### src/rtl/ctrl_pkg.sv
// rtl/ctrl_pkg.sv - shared state, opcode and datapath-control encodings for the multicycle MIPS core
package ctrl_pkg;

    typedef enum logic [3:0] {
        S_RESET     = 4'd0,
        S_FETCH     = 4'd1,
        S_DECODE    = 4'd2,
        S_R_EXEC    = 4'd3,
        S_R_WB      = 4'd4,
        S_MEM_ADDR  = 4'd5,
        S_MEM_READ  = 4'd6,
        S_MEM_WB    = 4'd7,
        S_MEM_WRITE = 4'd8,
        S_BRANCH    = 4'd9,
        S_ADDI_EXEC = 4'd10,
        S_ADDI_WB   = 4'd11,
        S_JUMP      = 4'd12,
        S_ILLEGAL   = 4'd13
    } state_t;

    localparam logic [5:0] OP_RTYPE = 6'h00;
    localparam logic [5:0] OP_LW    = 6'h23;
    localparam logic [5:0] OP_SW    = 6'h2B;
    localparam logic [5:0] OP_BEQ   = 6'h04;
    localparam logic [5:0] OP_BNE   = 6'h05;
    localparam logic [5:0] OP_ADDI  = 6'h08;
    localparam logic [5:0] OP_J     = 6'h02;

    localparam logic [1:0] ALUOP_ADD   = 2'b00;
    localparam logic [1:0] ALUOP_SUB   = 2'b01;
    localparam logic [1:0] ALUOP_FUNCT = 2'b10;

    localparam logic [1:0] SRCB_B      = 2'b00;
    localparam logic [1:0] SRCB_FOUR   = 2'b01;
    localparam logic [1:0] SRCB_IMM    = 2'b10;
    localparam logic [1:0] SRCB_IMM_SH = 2'b11;

    localparam logic [1:0] PCSRC_ALU    = 2'b00;
    localparam logic [1:0] PCSRC_ALUOUT = 2'b01;
    localparam logic [1:0] PCSRC_JUMP   = 2'b10;

    localparam logic [5:0] FN_ADD = 6'h20;
    localparam logic [5:0] FN_SUB = 6'h22;
    localparam logic [5:0] FN_AND = 6'h24;
    localparam logic [5:0] FN_OR  = 6'h25;
    localparam logic [5:0] FN_NOR = 6'h27;
    localparam logic [5:0] FN_SLT = 6'h2A;

    localparam logic [3:0] ALU_AND = 4'b0000;
    localparam logic [3:0] ALU_OR  = 4'b0001;
    localparam logic [3:0] ALU_ADD = 4'b0010;
    localparam logic [3:0] ALU_SUB = 4'b0110;
    localparam logic [3:0] ALU_SLT = 4'b0111;
    localparam logic [3:0] ALU_NOR = 4'b1100;

    typedef struct packed {
        logic       pc_write;
        logic       pc_write_cond;
        logic       iord;
        logic       mem_read;
        logic       mem_write;
        logic       ir_write;
        logic       mem_to_reg;
        logic       reg_dst;
        logic       reg_write;
        logic       alu_src_a;
        logic [1:0] alu_src_b;
        logic [1:0] alu_op;
        logic [1:0] pc_source;
        logic       illegal_op;
    } ctrl_t;

    // Moore decode; pc_write_cond marks the branch state, the zero/bne qualification is applied outside.
    function automatic ctrl_t state_ctrl(state_t s);
        ctrl_t c;
        c = '0;
        case (s)
            S_FETCH: begin
                c.mem_read  = 1'b1;
                c.ir_write  = 1'b1;
                c.pc_write  = 1'b1;
                c.alu_src_b = SRCB_FOUR;
                c.alu_op    = ALUOP_ADD;
                c.pc_source = PCSRC_ALU;
            end
            S_DECODE: c.alu_src_b = SRCB_IMM_SH;
            S_R_EXEC: begin
                c.alu_src_a = 1'b1;
                c.alu_src_b = SRCB_B;
                c.alu_op    = ALUOP_FUNCT;
            end
            S_R_WB: begin
                c.reg_dst   = 1'b1;
                c.reg_write = 1'b1;
            end
            S_MEM_ADDR, S_ADDI_EXEC: begin
                c.alu_src_a = 1'b1;
                c.alu_src_b = SRCB_IMM;
                c.alu_op    = ALUOP_ADD;
            end
            S_MEM_READ: begin
                c.mem_read = 1'b1;
                c.iord     = 1'b1;
            end
            S_MEM_WB: begin
                c.mem_to_reg = 1'b1;
                c.reg_write  = 1'b1;
            end
            S_MEM_WRITE: begin
                c.mem_write = 1'b1;
                c.iord      = 1'b1;
            end
            S_BRANCH: begin
                c.alu_src_a     = 1'b1;
                c.alu_src_b     = SRCB_B;
                c.alu_op        = ALUOP_SUB;
                c.pc_source     = PCSRC_ALUOUT;
                c.pc_write_cond = 1'b1;
            end
            S_ADDI_WB: c.reg_write = 1'b1;
            S_JUMP: begin
                c.pc_write  = 1'b1;
                c.pc_source = PCSRC_JUMP;
            end
            S_ILLEGAL: c.illegal_op = 1'b1;
            default: c = '0;
        endcase
        return c;
    endfunction

endpackage

### src/rtl/mc_control_unit_if.sv
// rtl/mc_control_unit_if.sv - IR/flag inputs and datapath control outputs of the multicycle control unit
interface mc_control_unit_if;
    logic [5:0] opcode;
    logic [5:0] funct;
    logic       zero;
    logic       mem_ready;
    logic       PCWrite;
    logic       PCWriteCond;
    logic       IorD;
    logic       MemRead;
    logic       MemWrite;
    logic       IRWrite;
    logic       MemtoReg;
    logic       RegDst;
    logic       RegWrite;
    logic       AluSourceA;
    logic [1:0] AluSourceB;
    logic [1:0] AluOP;
    logic [1:0] PCSource;
    logic       illegal_op;
    logic [3:0] state_dbg;

    modport master (
        input  opcode, zero, mem_ready,
        output PCWrite, PCWriteCond, IorD, MemRead, MemWrite, IRWrite, MemtoReg,
               RegDst, RegWrite, AluSourceA, AluSourceB, AluOP, PCSource,
               illegal_op, state_dbg
    );

    modport slave (
        output opcode, funct, zero, mem_ready,
        input  PCWrite, PCWriteCond, IorD, MemRead, MemWrite, IRWrite, MemtoReg,
               RegDst, RegWrite, AluSourceA, AluSourceB, AluOP, PCSource,
               illegal_op, state_dbg
    );
endinterface

### src/rtl/mc_control_unit.sv
// rtl/mc_control_unit.sv - Moore FSM sequencing the multicycle MIPS datapath with memory wait-states
module mc_control_unit
    import ctrl_pkg::*;
#(
    parameter bit MEM_HANDSHAKE = 1'b1
) (
    input  logic                clock,
    input  logic                r_l,
    mc_control_unit_if.master   bus
);

    state_t state_q, state_d;
    ctrl_t  ctrl_q, ctrl_d;
    logic   is_bne_q, is_bne_d;
    logic   is_store_q, is_store_d;
    logic   mem_done;
    logic   fetch_hold;

    assign mem_done   = !MEM_HANDSHAKE || bus.mem_ready;
    assign fetch_hold = (state_q == S_FETCH) && !mem_done;

    always_comb begin
        state_d    = state_q;
        is_bne_d   = is_bne_q;
        is_store_d = is_store_q;
        case (state_q)
            S_RESET:  state_d = S_FETCH;
            S_FETCH:  if (mem_done) state_d = S_DECODE;
            S_DECODE: begin
                is_bne_d   = (bus.opcode == OP_BNE);
                is_store_d = (bus.opcode == OP_SW);
                case (bus.opcode)
                    OP_RTYPE:     state_d = S_R_EXEC;
                    OP_LW, OP_SW: state_d = S_MEM_ADDR;
                    OP_BEQ, OP_BNE: state_d = S_BRANCH;
                    OP_ADDI:      state_d = S_ADDI_EXEC;
                    OP_J:         state_d = S_JUMP;
                    default:      state_d = S_ILLEGAL;
                endcase
            end
            S_R_EXEC:    state_d = S_R_WB;
            S_MEM_ADDR:  state_d = is_store_q ? S_MEM_WRITE : S_MEM_READ;
            S_MEM_READ:  if (mem_done) state_d = S_MEM_WB;
            S_MEM_WRITE: if (mem_done) state_d = S_FETCH;
            S_ADDI_EXEC: state_d = S_ADDI_WB;
            S_R_WB, S_MEM_WB, S_BRANCH, S_ADDI_WB, S_JUMP, S_ILLEGAL: state_d = S_FETCH;
            default:     state_d = S_RESET;
        endcase
        // Outputs are registered alongside the state so they always match state_q.
        ctrl_d = state_ctrl(state_d);
    end

    always_ff @(posedge clock) begin
        if (r_l) begin
            state_q    <= S_RESET;
            ctrl_q     <= '0;
            is_bne_q   <= 1'b0;
            is_store_q <= 1'b0;
        end else begin
            state_q    <= state_d;
            ctrl_q     <= ctrl_d;
            is_bne_q   <= is_bne_d;
            is_store_q <= is_store_d;
        end
    end

    // Strobes are masked by r_l so a memory access aborted by reset releases the bus at once.
    assign bus.MemRead     = ctrl_q.mem_read  && !r_l;
    assign bus.MemWrite    = ctrl_q.mem_write && !r_l;
    assign bus.PCWrite     = ctrl_q.pc_write  && !fetch_hold;
    assign bus.IRWrite     = ctrl_q.ir_write  && !fetch_hold;
    assign bus.PCWriteCond = ctrl_q.pc_write_cond && (bus.zero ^ is_bne_q);
    assign bus.IorD        = ctrl_q.iord;
    assign bus.MemtoReg    = ctrl_q.mem_to_reg;
    assign bus.RegDst      = ctrl_q.reg_dst;
    assign bus.RegWrite    = ctrl_q.reg_write;
    assign bus.AluSourceA  = ctrl_q.alu_src_a;
    assign bus.AluSourceB  = ctrl_q.alu_src_b;
    assign bus.AluOP       = ctrl_q.alu_op;
    assign bus.PCSource    = ctrl_q.pc_source;
    assign bus.illegal_op  = ctrl_q.illegal_op;
    assign bus.state_dbg   = state_q;

endmodule

### src/flat_wrapper.sv
// flat-port wrapper written by rule: the top's interface ports become plain ports
module mc_control_unit_flat import ctrl_pkg::*;
#(
    parameter bit MEM_HANDSHAKE = 1'b1
)
  (clock, r_l, bus_opcode, bus_zero, bus_mem_ready, bus_PCWrite, bus_PCWriteCond, bus_IorD, bus_MemRead, bus_MemWrite, bus_IRWrite, bus_MemtoReg, bus_RegDst, bus_RegWrite, bus_AluSourceA, bus_AluSourceB, bus_AluOP, bus_PCSource, bus_illegal_op, bus_state_dbg);
  mc_control_unit_if bus_i ();
  input  logic clock;
  input  logic r_l;
  input wire logic [$bits(bus_i.opcode)-1:0] bus_opcode;
  input wire logic [$bits(bus_i.zero)-1:0] bus_zero;
  input wire logic [$bits(bus_i.mem_ready)-1:0] bus_mem_ready;
  output wire logic [$bits(bus_i.PCWrite)-1:0] bus_PCWrite;
  output wire logic [$bits(bus_i.PCWriteCond)-1:0] bus_PCWriteCond;
  output wire logic [$bits(bus_i.IorD)-1:0] bus_IorD;
  output wire logic [$bits(bus_i.MemRead)-1:0] bus_MemRead;
  output wire logic [$bits(bus_i.MemWrite)-1:0] bus_MemWrite;
  output wire logic [$bits(bus_i.IRWrite)-1:0] bus_IRWrite;
  output wire logic [$bits(bus_i.MemtoReg)-1:0] bus_MemtoReg;
  output wire logic [$bits(bus_i.RegDst)-1:0] bus_RegDst;
  output wire logic [$bits(bus_i.RegWrite)-1:0] bus_RegWrite;
  output wire logic [$bits(bus_i.AluSourceA)-1:0] bus_AluSourceA;
  output wire logic [$bits(bus_i.AluSourceB)-1:0] bus_AluSourceB;
  output wire logic [$bits(bus_i.AluOP)-1:0] bus_AluOP;
  output wire logic [$bits(bus_i.PCSource)-1:0] bus_PCSource;
  output wire logic [$bits(bus_i.illegal_op)-1:0] bus_illegal_op;
  output wire logic [$bits(bus_i.state_dbg)-1:0] bus_state_dbg;
  assign bus_i.opcode = bus_opcode;
  assign bus_i.zero = bus_zero;
  assign bus_i.mem_ready = bus_mem_ready;
  assign bus_PCWrite = bus_i.PCWrite;
  assign bus_PCWriteCond = bus_i.PCWriteCond;
  assign bus_IorD = bus_i.IorD;
  assign bus_MemRead = bus_i.MemRead;
  assign bus_MemWrite = bus_i.MemWrite;
  assign bus_IRWrite = bus_i.IRWrite;
  assign bus_MemtoReg = bus_i.MemtoReg;
  assign bus_RegDst = bus_i.RegDst;
  assign bus_RegWrite = bus_i.RegWrite;
  assign bus_AluSourceA = bus_i.AluSourceA;
  assign bus_AluSourceB = bus_i.AluSourceB;
  assign bus_AluOP = bus_i.AluOP;
  assign bus_PCSource = bus_i.PCSource;
  assign bus_illegal_op = bus_i.illegal_op;
  assign bus_state_dbg = bus_i.state_dbg;
  mc_control_unit #(.MEM_HANDSHAKE(MEM_HANDSHAKE)) u_core (.clock(clock), .r_l(r_l), .bus(bus_i));
endmodule
### config.mk
export PLATFORM = sky130hd
export DESIGN_NAME = mc_control_unit_flat
export DESIGN_NICKNAME = d
export VERILOG_FILES = /design/src/rtl/ctrl_pkg.sv /design/src/rtl/mc_control_unit_if.sv /design/src/rtl/mc_control_unit.sv /design/src/flat_wrapper.sv
export SDC_FILE = /design/constraint.sdc
export NUM_CORES = 1
export LEC_CHECK = 0
export ABC_AREA = 1
export CAP_MARGIN = 10
export CELL_PAD_IN_SITES_DETAIL_PLACEMENT = 1
export CELL_PAD_IN_SITES_GLOBAL_PLACEMENT = 1
export CORE_MARGIN = 2
export CORE_UTILIZATION = 33
export DETAILED_ROUTE_END_ITERATION = 10
export PLACE_DENSITY_LB_ADDON = 0.2
export SYNTH_ARGS = -nofsm -noshare
export SYNTH_HDL_FRONTEND = slang
export SYNTH_SLANG_ARGS = --single-unit
export TNS_END_PERCENT = 100
### constraint.sdc
create_clock -name clock -period 1.74 [get_ports clock]
set_input_delay 0.261 -clock clock [delete_from_list [all_inputs] [get_ports clock]]
set_output_delay 0.261 -clock clock [all_outputs]
set_load 0.05 [all_outputs]
==> out/results.txt <==
outcome = completed
post-synthesis compound-gate area fraction = 8.195%
placed instance count = 260
Synth Net Count = 183
ant diodes = 0
Die ar. = 4154 um^2
Avg WL per Cell = 13.55 um
DR pass1 iterations = 4
Commonest cells post-synth = nor2_1 (31), nand2_1 (29), dfxtp_1 (21), inv_1 (18), nand3_1 (14)
grt ovf = 0
Worst R2R Setup Slack = 30 ps
final cycle utilization of the critical path = 98.05%
Die Y = 64.46 um
RSZ-0062 raised after global routing = true
Starting Density = 35.31%
Worst-Skew Late Latency = 310 ps
Max Clk Rate = 0.5862 GHz
hold depth = 5
initial antenna violation count = 0
critical path class = register to register
Buf/Inv on CP = 2
Routed Antenna Nets = 0
Slew Limit Fails = 0
CTS Buffer Depth = 2
post-layout minimum cycle time = 1706 ps
vias in the first global route = 1339
worst min-delay path class = input pin to register
Post-Synthesis Cells = 173
Worst Tran Pin Value = 513.5 ps
Max-Slew Margin vs Limit = 65.71%
mux share of post-synthesis cell area = 0%
Via density = 4.722
DR vias = 1256
Total Routing Usage GR = 18.48%
Synth Cell Area = 1206 um^2
I/O pin count = 31
CTS tree = yes
clk_skew = 5.631 ps
Syn Area/Cell = 6.972 um^2
Filler Cell Count = 438
Worst Min Path Start = bus_opcode[5]
worst setup margin = 33.97 ps
Adder-Cell Fraction of Synth Area = 0%
Layout area overhead = 50.52%
Area contributors post-synth = dfxtp_1 (35%), nor2_1 (9.6%), nand2_1 (9.0%)
worst flop-to-flop path endpoint = u_core.bus.IorD
Post-Place Setup Slack = -249.9 ps
total power = 1521 uW
multi-input logic area = 695.7 um^2
first-pass GRT wire length = 6106 um
CP delay by family, top = simple AND/OR/NAND/NOR gates
crit end category = register
crit start category = register
Setup Viol. Count Final = 0
share of synthesized registers carrying an async set or reset = 0%
#FFs+latches synth = 21
drc violations = 0
simple-gate portion of the synthesized area = 43.67%
CP cell instances = buf_4 -> nor2_2 -> inv_1 -> nand3_2 -> o21ai_0 -> nor2_1 -> nand3_2 -> nand3b_4 -> a21oi_2
highest cell delay on the worst timing path = 370 ps
top-count cell post-synth = nor2_1
fin cells = 266
DP Wirelength = 2876 um
setup TNS = 0 ps
Worst VDD drop = 0.2829 mV
Layout Utilization = 53.15%
Netlist cell types = 28
Synthesis Warnings = 0
die width = 64.46 um
sequential area share after synthesis = 34.85%
worst reg2reg path startpoint = u_core.bus.state_dbg[0]
Root Buffer Master = clkbuf_4
worst hold endpoint = u_core.is_store_q
register area = 432.9 um^2
DR iter-0 viols = 37
Slowest cell on crit path = dfxtp_4
reg2reg path depth = 9
PD cells = 837.9 nW/um^2
row count = 21
CTS sink count = 21
xor/xnor share of the synthesized area = 0%
top cell type's share of synthesized area = 34.85%
final hold viol count = 0
largest net degree at the start of global routing = 13
Post-synth EDFFs = 0
cell repeated most along the worst path = nand3_2
PortBufs = 30
H-tree lvl count = 1
WP data required = 1990 ps
clock slew at reported path FFs = 120 ps
share of layout cells above drive strength 1 = 40.45%
nets@finish = 231
worst endpoint data arrival time = 1960 ps
Num CTS Buffers = 3
Leak Pwr = 0.0009499 uW
Max FO, Critical Path = 9
Synth Flop Type = dfxtp_1
max_cap viols = 0
combinational family with the most area after synthesis = simple AND/OR/NAND/NOR gates
GP Congestion = 0.8877
post-synth top area cell = dfxtp_1
Post-Route WL = 3603 um
core region area = 3416 um^2
-- layer usage --
layer,global-route usage (%),vias to the layer above,part of all wire [%],wire [um]
li1,-,632,-,-
met3,3.472,10,4.2,153
met1,22.27,586,44,1580
met4,4.787,0,2.3,83
met2,33.59,28,50,1785
met5,0,-,0,0
-- through the flow --
step,area (um^2),hold WS [ps]
4_1_cts,1725,581.2
3_3_place_gp,1678,535.7
3_5_place_dp,1678,557.8
2_1_floorplan,1211,323.4
6_report,1815,486.9
5_1_grt,1815,484.6
-- power breakdown --
| group | switching [uW] | total [uW] | internal (uW) |
|---|---|---|---|
| registers | 28.6 | 562 | 534 |
| logic | 439 | 714 | 275 |
| clock network | 159 | 245 | 85.9 |
-- placed cells by master, fill, tap and decap left out, types with 3 or more instances in the layout --
cell type        count
clkdlybuf4s50_1      8
dlymetal6s2s_1       6
a21oi_1              4
dfxtp_4              3
inv_1               17
o21ai_0              5
nand2_1             27
nor2_4               5
dfxtp_1             17
buf_12               5
nand4_1              5
nand3_1             11
nor2_1              26
buf_4               32
inv_2                8
clkbuf_4             3
nand2_2              5
nand3_2              8
nor2_2               6
-- logic make-up (layout without fill, tap and decap cells) --
family          after synthesis  after routing
compound gates               16             16
flops                        21             21
simple gates                101            101
buf+inv                      35             82
-- flip-flops by register name (all words and copies together), names as in the netlist --
| name | cells |
|---|---|
| u_core.bus.state_dbg | 4 |
| u_core.ctrl_q | 4 |
| u_core.bus.AluOP | 2 |
| u_core.bus.AluSourceB | 2 |
| u_core.bus.AluSourceA | 1 |
| u_core.bus.IorD | 1 |
| u_core.bus.MemtoReg | 1 |
| u_core.bus.PCSource | 1 |
| u_core.bus.RegDst | 1 |
| u_core.bus.RegWrite | 1 |
| u_core.bus.illegal_op | 1 |
| u_core.is_bne_q | 1 |
| u_core.is_store_q | 1 |
-- worst reg2reg max path, stage by stage, from the launching register on --
cell and delay [ps]:
dfxtp_4 370, buf_4 170, nor2_2 130, inv_1 80, nand3_2 80, o21ai_0 100, nor2_1 260, nand3_2 150
nand3b_4 190, a21oi_2 130
-- timing repair --
item,4_1_cts,5_1_grt
pin swaps,0,5
buffers inserted,1,1
hold buffers,0,0
gates resized for setup,3,25
setup endpoints to repair,2,15
-- how the worst max path moves through the flow --
stage / from / to / cells after the start / slack, ps
2_1_floorplan: u_core.bus.state_dbg[0] / bus_IRWrite / 6 / -20
3_3_place_gp: bus_opcode[1] / u_core.bus.AluSourceB[1] / 13 / -150
3_5_place_dp: bus_opcode[5] / u_core.bus.AluSourceB[1] / 13 / -250
4_1_cts: u_core.bus.AluOP[1] / bus_AluOP[1] / 1 / 1
5_1_grt: u_core.bus.state_dbg[0] / u_core.bus.AluSourceB[1] / 10 / -40
6_report: u_core.bus.state_dbg[0] / u_core.bus.IorD / 9 / 30
-- cell type report --
type | count | share of cell area [%]
Clock inverter | 1 | 0.2757
Clock buffer | 3 | 1.241
Inverter | 27 | 5.858
Tap cell | 46 | 3.170
Sequential cell | 21 | 23.85
Timing Repair Buffer | 51 | 27.29
Multi-Input combinational cell | 117 | 38.32
No activity file was read; power rests on OpenSTA's default activity.
